--- config.mk ---
export PLATFORM = sky130hd
export DESIGN_NAME = register
export DESIGN_NICKNAME = d
export VERILOG_FILES = /design/src/rtl/register_pkg.sv /design/src/rtl/register.sv
export SDC_FILE = /design/constraint.sdc
export NUM_CORES = 1
export LEC_CHECK = 0
export BUFFER_PORTS_ARGS = -buffer_cell sky130_fd_sc_hd__buf_2
export CORE_MARGIN = 2
export CORE_UTILIZATION = 40
export DETAILED_ROUTE_END_ITERATION = 7
export PLACE_DENSITY_LB_ADDON = 0.25
export SLEW_MARGIN = 20
export SYNTH_ARGS = -nofsm -noshare
export SYNTH_HDL_FRONTEND = slang
export SYNTH_SLANG_ARGS = --single-unit
--- constraint.sdc ---
create_clock -name clk -period 1 [get_ports clk]
set_clock_uncertainty 0.05 [all_clocks]
set_input_delay 0.1 -clock clk [delete_from_list [all_inputs] [get_ports clk]]
set_output_delay 0.1 -clock clk [all_outputs]
set_load 0.05 [all_outputs]
--- src/rtl/register_pkg.sv ---
// Shared defaults for the storage register: data width and reset value.
package register_pkg;

  localparam int unsigned      DEFAULT_WIDTH       = 32;
  localparam logic [31:0]      DEFAULT_RESET_VALUE = '0;

endpackage

--- src/rtl/register.sv ---
// Single-word storage register with write enable, async reset and an
// AND-gated read port that drives zero when not enabled (OR-bus friendly).
module register
  import register_pkg::*;
#(
  parameter int unsigned          WIDTH       = DEFAULT_WIDTH,
  parameter logic [WIDTH-1:0]     RESET_VALUE = WIDTH'(DEFAULT_RESET_VALUE)
) (
  input  logic             clk,
  input  logic             rst,
  input  logic             oe,
  input  logic             we,
  input  logic [WIDTH-1:0] in,
  output logic [WIDTH-1:0] out
);

  logic [WIDTH-1:0] data_q;
  logic [WIDTH-1:0] data_d;

  // The mux keeps `in` out of the path entirely while we is low.
  always_comb begin
    data_d = data_q;
    if (we) data_d = in;
  end

  always_ff @(posedge clk or posedge rst) begin
    if (rst) data_q <= RESET_VALUE;
    else     data_q <= data_d;
  end

  assign out = data_q & {WIDTH{oe}};

endmodule

; ---- Word level (Yosys, flattened, before mapping)
; Index checks and enable logic that the tools add are counted.
[word_totals]
elab_cells = 2
regBits = 32
[op_classes]
bitwise = 1
[ops]
columns = cell, n
row1 = $and 32x32->32, 1

; ---- Logic depth before layout (Yosys ltp)
; Gate-level depths: netlist of the first run.
[depth]
ltp_word = 1
depth_mapped = 3
ltp_nobuf = 1

; ---- Worst setup path after synthesis of the first run
; Ideal clock, no wire load.
[synth_timing]
path_type = reg-to-output
from = register data_q[0]
to = output out[0]
arrival_time_ns = 0.737
setup_slack_ns = 0.113
path_stages_with_launch = 2
path_cell_list = dfrtp_1 and2_1
[synth_via]
elab_chain_cells = 1
[synth_lines]
columns = element, line_no
row1 = from (decl), register.sv:17  ; logic [WIDTH-1:0] data_q;
row2 = from (signal assigned), register.sv:28  ; else data_q <= data_d;
row3 = $and 32x32->32, register.sv:31  ; assign out = data_q & {WIDTH{oe}};
row4 = to (decl), register.sv:14  ; output logic [WIDTH-1:0] out
; Every way passes these cells.

; ---- Worst setup path after layout of the first run
[layout_timing]
from = register data_q[30]
to = output out[30]
; The elaborated chain is that of the path after synthesis.

==> results of run 1 <==
kinds of logic (layout without fill, tap and decap cells):
family | Yosys count | in the layout | share of synthesized area [%]
buf+inv | 8 | 125 | 5.53
simple gates | 32 | 32 | 12.8
mux | 32 | 32 | 30.3
flops | 32 | 32 | 51.3
worst paths after layout:
check,end
worst max-delay path,out[30]
worst min-delay path,data_q[11]$_DFFE_PP0P_
worst max register to register,data_q[19]$_DFFE_PP0P_
worst min register to register,data_q[1]$_DFFE_PP0P_
max in group asynchronous,data_q[2]$_DFFE_PP0P_
min in group asynchronous,data_q[23]$_DFFE_PP0P_
repair_timing:
item                                   in CTS  in global routing
endpoints found under the hold margin      44                  4
pin swaps                                  10                  0
resized for setup                         103                  2
setup buffers                              15                 11
hold buffers                               13                  4
setup endpoints to repair                  32                 32
metal layers:
metal	GRT usage (%)	wire, µm	up-vias
met1	21.2	1480	595
li1	-	-	569
met3	4.39	168	5
met4	5.36	42	0
met2	30.6	2140	40
met5	0	0	-
final cells by class:
type / instances / share of cell area (%)
repair buffers: 116 / 37.3
flip-flops and latches: 32 / 29.4
multi-input cells: 64 / 27.6
clock buffers: 6 / 3.03
well taps: 48 / 2.20
clock inverters: 2 / 0.367
inverters: 1 / 0.138
metrics by stage:
step,setup TNS (ns),hold slack [ns],instances
2_1_floorplan,0,0.166,104
3_3_place_gp,0,0.0833,218
3_5_place_dp,0,0.0893,218
4_1_cts,-3.21,0.00000311,254
5_1_grt,-4.49,0.00223,269
6_report,-3.36,0.00788,269
cells in the final DEF (no fill, tap or decap), drive strengths merged:
| cell type | n |
|---|---|
| dfrtp | 32 |
| clkinv | 2 |
| inv | 1 |
| mux2 | 32 |
| clkbuf | 6 |
| and2 | 32 |
| buf | 99 |
| dlygate4sd3 | 17 |
power groups by stage:
stage | clock network, mW | registers [mW] | logic, mW
after detailed placement | 0 | 1.51 | 0.929
after CTS | 1.03 | 1.49 | 1.31
after floorplan | 0 | 1.49 | 0.726
final | 1.00 | 1.50 | 1.40
after global placement | 0 | 1.51 | 0.914
after global routing | 1.09 | 1.51 | 1.46
==> qor_table.md, run 1 <==
| Parameter | Reported |
| --- | --- |
| Fraction of layout instances using a drive strength above 1 | 77.4% |
| Worst-Margin Slew | 0.218 ns |
| Sequential fraction of design power | 38.4% |
| Largest fanout on the critical path | 2 |
| Path type of the worst setup path | register to output port |
| Cell area after placement | 1960 µm² |
| Area taken by multi-input logic gates | 753 µm² |
| Count of clock tree sinks | 32 |
| Count of state elements after synthesis | 32 |
| Clock tree from TritonCTS | yes |
| Post-synthesis cell count | 104 |
| Final Slew Violations | 0 |
| Max IR drop VDD | 0.882 mV |
| Cell accounting for the most synthesized area | dfrtp_1 |
| Power spent charging and discharging nets | 1.17 mW |
| Cell chain of the critical path | and2_4 -> buf_6 |
| DRC violation total after the first TritonRoute iteration | 23 |
| Failing checks | negative setup slack |
| Initial antenna violation count | 0 |
| Height of the chip | 66.5 µm |
| Total global routing track utilization | 17.6% |
| Setup slack, reg-to-reg | -0.07 ns |
| Pin count of the biggest net entering global routing | 33 |
| Antenna diode count | 0 |
| Sequential element share of the synthesized area | 51.3% |
| Distinct cell type count after synthesis | 8 |
| Final Routed Wirelength | 3830 µm |
| Estimated wirelength of the detail-placed design | 2120 µm |
| Number of H-tree levels | 2 |
| Effective utilization at floorplan | 42.0% |
| Outcome | complete, but fails checks |
| Number of fillers in the final layout | 271 |
| Stages on the worst setup path | 2 |
| Total number of vias | 1209 |
| Combinational power share | 35.8% |
| Area share of the leading cell type in the synthesized netlist | 51.3% |
| Total number of nets in the final design | 256 |
| FF-to-FF path depth | 3 |
| Post-Syn Area | 1560 µm² |
| Number of flip-flops under the largest register name | 32 |
| Global-route wire length before repair | 5690 µm |
| Cell count of the worst hold path | 2 |
| Mean Syn Cell Area | 15.0 µm² |
| TritonCTS Buffers | 5 |
| Post-route antenna net violation count | 0 |
| Worst setup startpoint | data_q[30]$_DFFE_PP0P_ |
| Ratio of final minimum period to clock period | 114% |
| CP Capture Type | output port |
| Utilization after layout | 73.4% |
| Share of flip-flops with an asynchronous set or reset after synthesis | 100% |
| Most used DFF post-synth | dfrtp_1 |
| Final worst setup slack | -0.136 ns |
| GRT Residual Overflow | 0 |
| Crit path arrival time | 0.99 ns |
| Cell family contributing the most delay on the critical path | flip-flops |
| Maximum Capacitance Violations | 0 |
| Drt wl/cell | 14.3 µm |
| Vias per std cell | 4.49 |
| Leading cell types by total area after synthesis | dfrtp_1, mux2_4, and2_1, buf_12, mux2_2 |
| Max Freq | 881 MHz |
| Unrepaired setup endpoints after global routing | true |
| Critical-path top delay cell | dfrtp_1 |
| First-pass detailed-route iteration total | 3 |
| Number of endpoints failing setup at the final stage | 38 |
| Shortest period the worst path allows | 1.14 ns |
| Number of enable-type register cells in the synthesized netlist | 0 |
| Cell area power density | 1430 nW/µm² |
| Number of port buffers | 67 |
| Maximum buffer depth of the clock tree | 2 |
| Worst min-delay path startpoint | in[11] |
| Reg-to-reg startpoint | data_q[19]$_DFFE_PP0P_ |
| Int Power | 2.74 mW |
| Area inside the core boundary | 3720 µm² |
| Worst Setup Slack post-DPL | 0.0251 ns |
| DRC violation count after routing | 0 |
| Routability congestion estimate | 0.681 |
| Synth warnings | 0 |
| Post-CTS clock slew at the launch and capture registers of the worst setup and hold paths | 0.07 ns |
| Data required time of the critical path | 0.85 ns |
| I/O pin cnt | 68 |
| Largest register by flop count | data_q |
| Post-Synthesis Net Count | 140 |
| Via count of the first global-routing pass | 1178 |
| Worst slew margin | 85.4% |
| Total chip power | 3.90 mW |
| Sw Share | 29.9% |
| Clock network fraction of total power | 25.7% |
| Top flop regs | data_q: 32 flops |
| Site Rows | 22 |
| Final number of hold-violating endpoints | 0 |
| Relative area change from synthesis to final layout | 74.8% |
| Floorplan die width | 66.5 µm |
| Die Outline Area | 4420 µm² |
| Clock latency at the later pin of the worst-skew pair | 0.28 ns |
| Ranking of synthesized cells by instance count | and2_1, dfrtp_1, mux2_4 |
| Maximum cell stage delay along the critical path | 0.40 ns |
| Path category of the worst min-delay check | primary input to register |
| CP bufs+invs | 1 |
| Static leakage | 1.41 nW |
| Sequential cell area | 801 µm² |
| Clock Root Buffer | clkbuf_8 |
| Crit start category | register |
| Finished layout cell area | 2730 µm² |
No activity file was read; power rests on OpenSTA's default activity.
==> run 2, diff against run 1 <==
- PLACE_DENSITY: default -> 0.79
- PLACE_DENSITY_LB_ADDON: 0.25 -> default
==> run 2 against run 1 <==
Effect of this change: the flow still finishes with violations (negative setup slack); clock-buffer cell count unchanged; cell count decreased by 4.5%; maximum frequency increased by 1.1%; register-to-register slack about the same; final area decreased by 3.2%; die area unchanged; combinational power decreased by 3%; critical path depth unchanged; sequential power about the same; worst setup slack improved by 0.013 ns; worst hold slack got worse by 0.0013 ns; via count decreased by 3.8%; critical path type unchanged; critical endpoint is now out[19]; largest power group unchanged; highest routed layer unchanged.
==> qor_table.md, run 2 (synthesis gave the netlist of run 1 again) <==
| Parameter | Reported |
| --- | --- |
| GRT Residual Overflow | 0 |
| Total chip power | 3.76 mW |
| Clock Root Buffer | clkbuf_8 |
| Highest metal used | met4 |
| Total number of vias | 1163 |
| Unrepaired setup endpoints after global routing | true |
| Final number of hold-violating endpoints | 0 |
| Int Power | 2.63 mW |
| Drt wl/cell | 14.9 µm |
| Post-CTS clock slew at the launch and capture registers of the worst setup and hold paths | 0.06 ns |
| Commonest cells after routing, fill and taps aside | buf_2, and2_4, dfrtp_1 |
| Final worst setup slack | -0.123 ns |
| Data required time of the critical path | 0.85 ns |
| Setup TNS | -3.15 ns |
| Shortest period the worst path allows | 1.12 ns |
| Path type of the worst setup path | register to output port |
| Count of clock tree sinks | 32 |
| Clock tree from TritonCTS | yes |
| I/O pin cnt | 68 |
| Number of flip-flops under the largest register name | 32 |
| WL met1 | 1520 µm |
| Pin count of the biggest net entering global routing | 33 |
| Placed insts | 216 |
| Estimated wirelength of the detail-placed design | 1990 µm |
| First-pass detailed-route iteration total | 4 |
| Power spent charging and discharging nets | 1.13 mW |
| Max IR drop VDD | 0.930 mV |
| Routability congestion estimate | 0.699 |
| Amount of wire on met2 after detailed routing | 2090 µm |
| Via count of the first global-routing pass | 1160 |
| Outcome | complete, but fails checks |
| Worst setup startpoint | data_q[19]$_DFFE_PP0P_ |
| Worst slew margin | 88.6% |
| TritonCTS Buffers | 5 |
| Number of fillers in the final layout | 266 |
| Cell area power density | 1420 nW/µm² |
| Number of endpoints failing setup at the final stage | 35 |
| Initial antenna violation count | 0 |
| Area inside the core boundary | 3720 µm² |
| Reg-to-reg startpoint | data_q[6]$_DFFE_PP0P_ |
| Critical-path top delay cell | dfrtp_1 |
| Total number of nets in the final design | 245 |
| Largest fanout on the critical path | 2 |
| Post-route antenna net violation count | 0 |
| Worst-Margin Slew | 0.170 ns |
| Maximum buffer depth of the clock tree | 2 |
| Sw Share | 30.0% |
| Crit path arrival time | 0.97 ns |
| Final Routed Wirelength | 3830 µm |
| Sequential cell area | 801 µm² |
| Worst min-delay path startpoint | in[7] |
| Height of the chip | 66.5 µm |
| Path category of the worst min-delay check | primary input to register |
| Combinational power share | 36.3% |
| Maximum cell stage delay along the critical path | 0.40 ns |
| Static leakage | 1.36 nW |
| Utilization after layout | 71.0% |
| Die Outline Area | 4420 µm² |
| DRC violation total after the first TritonRoute iteration | 47 |
| Global-route wire length before repair | 5420 µm |
| Failing checks | negative setup slack |
| Number of H-tree levels | 2 |
| DR WL met3 | 155 µm |
| Cell chain of the critical path | and2_4 -> buf_6 |
| Area taken by multi-input logic gates | 753 µm² |
| Relative area change from synthesis to final layout | 69.2% |
| Number of port buffers | 67 |
| Maximum Capacitance Violations | 0 |
| Antenna diode count | 0 |
| Crit start category | register |
| Ratio of final minimum period to clock period | 112% |
| DRC violation count after routing | 0 |
| Total global routing track utilization | 17.0% |
| Final cell count without fillers | 257 |
| Max Freq | 891 MHz |
| Final Slew Violations | 0 |
| Largest register by flop count | data_q |
| Site Rows | 22 |
| Vias per std cell | 4.53 |
| CP Capture Type | output port |
| Setup slack, reg-to-reg | -0.06 ns |
| Fraction of layout instances using a drive strength above 1 | 77.5% |
| Clock latency at the later pin of the worst-skew pair | 0.27 ns |
| Most frequent standard cell in the layout excluding fill and tap cells | buf_2 |
| Top flop regs | data_q: 32 flops |
| Floorplan die width | 66.5 µm |
| Clock network fraction of total power | 23.8% |
| Effective utilization at floorplan | 42.0% |
| Sequential fraction of design power | 40.0% |
-- run 2: final timing paths --
check | end | cells after the start
worst min register to register | data_q[12]$_DFFE_PP0P_ | 1
worst max-delay path | out[19] | 2
min in group asynchronous | data_q[17]$_DFFE_PP0P_ | 4
worst min-delay path | data_q[7]$_DFFE_PP0P_ | 2
max in group asynchronous | data_q[25]$_DFFE_PP0P_ | 4
worst max register to register | data_q[6]$_DFFE_PP0P_ | 3
-- run 2: power by group through the flow --
| stage | Combinational [mW] | Sequential [mW] | Clock, mW |
|---|---|---|---|
| after floorplan | 0.726 | 1.49 | 0 |
| after global placement | 0.923 | 1.50 | 0 |
| after detailed placement | 0.927 | 1.51 | 0 |
| after CTS | 1.27 | 1.49 | 0.924 |
| after global routing | 1.43 | 1.52 | 0.988 |
| final | 1.36 | 1.50 | 0.893 |
-- run 2: metrics by stage --
stage | instance area, µm² | setup WS [ns] | hold WS [ns]
global placement | 1950 | 0.0737 | 0.108
global route | 2640 | -0.160 | 0.00238
CTS | 2490 | -0.113 | 0.00000694
finish | 2640 | -0.123 | 0.00656
detailed placement | 1950 | 0.0485 | 0.107
floorplan | 1560 | 0.113 | 0.166
-- run 2: critical path: cells and delay by family, from the launching register on --
kind | cells | cell delay (ns)
buffers and inverters | 1 | 0.14
DFF | 1 | 0.40
and+or+nand+nor | 1 | 0.15
-- run 2: cell type report --
class,instances,area share [%]
Clock buffer,6,2.75
Clock inverter,1,0.190
Inverter,1,0.142
Multi-Input combinational cell,64,28.5
Sequential cell,32,30.3
Tap cell,48,2.27
Timing Repair Buffer,105,35.8
-- run 2: routing by layer --
layer  vias up  global-route usage (%)
met5         -                       0
met4         0                    8.42
met3         6                    3.21
met2        43                    31.0
met1       569                    18.7
li1        545                       -
-- run 2: timing repair --
action | CTS | global route
resized for setup | 104 | 3
hold buffers | 7 | 6
setup buffers | 11 | 10
endpoints found under the hold margin | 38 | 6
setup endpoints to repair | 32 | 32
pin swaps | 10 | 0
==> run 3, diff against run 2 <==
- ABC_CLOCK_PERIOD_IN_PS: default -> 1000
- PLACE_DENSITY: 0.79 -> 0.69
==> run 3 against run 2 <==
Effect of this change: the run ends with negative hold slack, negative setup slack left; final area increased by 7.9%; highest routed layer unchanged; combinational power up 10%; clock-buffer cell count did not move; worst setup slack got worse by 0.016 ns; largest power group unchanged; first-iteration DRC count rose by 38%; power grew 7.0%; sequential cell count unchanged; clock power is 14% higher; die area did not move.
==> qor_table.md, run 3 (synthesis gave the netlist of run 1 again) <==
| Parameter | Reported |
| --- | --- |
| GRT Max-Usage Layer | met2 |
| Most frequent standard cell in the layout excluding fill and tap cells | buf_4 |
| Effective utilization at floorplan | 42.0% |
| Floorplan die width | 66.5 µm |
| Worst slew margin | 88.3% |
| GRT Residual Overflow | 0 |
| Relative area change from synthesis to final layout | 82.5% |
| Maximum Capacitance Violations | 0 |
| Routability congestion estimate | 0.656 |
| Path type of the worst setup path | register to output port |
| Clock latency at the later pin of the worst-skew pair | 0.28 ns |
| Global-route wire length before repair | 6400 µm |
| Maximum buffer depth of the clock tree | 2 |
| CP Capture Type | output port |
| Via count of the first global-routing pass | 1331 |
| Top flop regs | data_q: 32 flops |
| Estimated wirelength of the detail-placed design | 2250 µm |
| Path category of the worst min-delay check | primary input to register |
| I/O pin cnt | 68 |
| Max IR drop VDD | 0.944 mV |
| Final number of hold-violating endpoints | 2 |
| Max Freq | 878 MHz |
| Site Rows | 22 |
| Routing usage on met1 | 22.5% |
| Post-route antenna net violation count | 0 |
| Area inside the core boundary | 3720 µm² |
| Number of fillers in the final layout | 208 |
| Data required time of the critical path | 0.85 ns |
| Largest fanout on the critical path | 2 |
| Fraction of layout instances using a drive strength above 1 | 78.2% |
| Worst min-delay path startpoint | in[30] |
| Failing checks | negative hold slack, negative setup slack |
| Cell count of the worst hold path | 2 |
| First-pass detailed-route iteration total | 4 |
| Final Slew Violations | 0 |
| Total number of vias | 1251 |
| Unrepaired setup endpoints after global routing | true |
| Number of port buffers | 67 |
| Cell area power density | 1410 nW/µm² |
| Static leakage | 1.48 nW |
| Initial antenna violation count | 0 |
| Outcome | complete, but fails checks |
| Clock Root Buffer | clkbuf_8 |
| TritonCTS Buffers | 5 |
| Pin count of the biggest net entering global routing | 33 |
| Number of flip-flops under the largest register name | 32 |
| Finished layout cell area | 2850 µm² |
| Clock tree from TritonCTS | yes |
| Utilization after layout | 76.6% |
| Die Outline Area | 4420 µm² |
| Total global routing track utilization | 20.2% |
| Ratio of final minimum period to clock period | 114% |
| FF-to-FF End | data_q[6]$_DFFE_PP0P_ |
| Cell area after placement | 1950 µm² |
| Crit path arrival time | 0.99 ns |
| DRC violation total after the first TritonRoute iteration | 65 |
| Shortest period the worst path allows | 1.14 ns |
| End point of the most critical hold path | data_q[30]$_DFFE_PP0P_ |
| Crit start category | register |
| Number of endpoints failing setup at the final stage | 44 |
| FF-to-FF path depth | 3 |
| Count of clock tree sinks | 32 |
| DRC violation count after routing | 0 |
| Setup slack, reg-to-reg | -0.08 ns |
| Total number of nets in the final design | 269 |
| Height of the chip | 66.5 µm |
| Antenna diode count | 0 |
| GR Util met3 | 3.89% |
| Number of H-tree levels | 2 |
| Post-CTS clock slew at the launch and capture registers of the worst setup and hold paths | 0.07 ns |
| Hold_ws | -0.00196 ns |
| Vias per std cell | 4.44 |
| Largest register by flop count | data_q |
| Met2 capacity usage during global routing | 36.9% |
| Reg-to-reg startpoint | data_q[6]$_DFFE_PP0P_ |
| Commonest cells after routing, fill and taps aside | buf_4, buf_2, and2_4, dfrtp_1, mux2_4 |
| Drt wl/cell | 15.3 µm |
| Worst-Margin Slew | 0.175 ns |
| Final Routed Wirelength | 4300 µm |
| Final worst setup slack | -0.138 ns |
## run 3: cell types whose count changed in the layout (fill, tap and decap cells not counted)
| cell | before | now |
|---|---|---|
| clkbuf_8 | 5 | 6 |
| clkbuf_1 | 1 | 0 |
| buf_8 | 9 | 8 |
| dlygate4sd3_1 | 13 | 18 |
| mux2_2 | 2 | 1 |
| buf_6 | 25 | 26 |
| mux2_4 | 30 | 31 |
| buf_4 | 19 | 38 |
| clkinv_2 | 1 | 2 |
## run 3: where the power goes
part           internal [mW]  switching [mW]
Sequential              1.43          0.0753
Combinational          0.836           0.668
Clock                  0.548           0.468
Total                   2.81            1.21
## run 3: metrics by stage
stage | instances | hold slack, ns | TNS [ns] | power, mW | worst slack, ns
3_5_place_dp | 216 | 0.111 | 0 | 2.44 | 0.0645
5_1_grt | 282 | -0.00521 | -5.30 | 4.20 | -0.163
3_3_place_gp | 216 | 0.0928 | 0 | 2.42 | 0.0801
4_1_cts | 263 | 0.000104 | -3.27 | 3.89 | -0.115
2_1_floorplan | 104 | 0.166 | 0 | 2.21 | 0.113
6_report | 282 | -0.00196 | -4.08 | 4.02 | -0.138
## run 3: area by class of cell
class                      instances  area, µm²  share of cell area [%]
timing repair buffer             129       1130                    39.8
sequential                        32        801                    28.1
multi-input combinational         64        757                    26.6
clock buffer                       6       82.6                    2.90
tap                               48       60.1                    2.11
clock inverter                     2       10.0                   0.351
inverter                           1       3.75                   0.132
## run 3: worst max-delay path: stages, from the launching register on
cell and delay, ns:
dfrtp_1 0.40, and2_4 0.16, buf_6 0.14
## run 3: repair_timing
action                                  in CTS  in global routing
pin swaps                                    9                  0
setup buffers                               22                 18
endpoints found under the setup margin      32                 32
hold endpoints to repair                    48                  1
hold buffers                                17                  1
resized for setup                          104                  3
## run 3: routing by layer
metal / up-vias / share of wire, %
met1: 608 / 38
met4: 0 / 2.3
met5: - / 0
li1: 594 / -
met3: 7 / 4.5
met2: 42 / 55
## run 3: worst max-delay path by stage
stage / slack, ns / endpoint / startpoint / cells past startpoint
floorplan: 0.11 / out[0] / data_q[0]$_DFFE_PP0P_ / 1
global placement: 0.08 / data_q[17]$_DFFE_PP0P_ / we / 3
detailed placement: 0.06 / data_q[16]$_DFFE_PP0P_ / we / 3
CTS: -0.12 / out[16] / data_q[16]$_DFFE_PP0P_ / 2
global route: -0.16 / out[6] / data_q[6]$_DFFE_PP0P_ / 2
finish: -0.14 / out[6] / data_q[6]$_DFFE_PP0P_ / 2
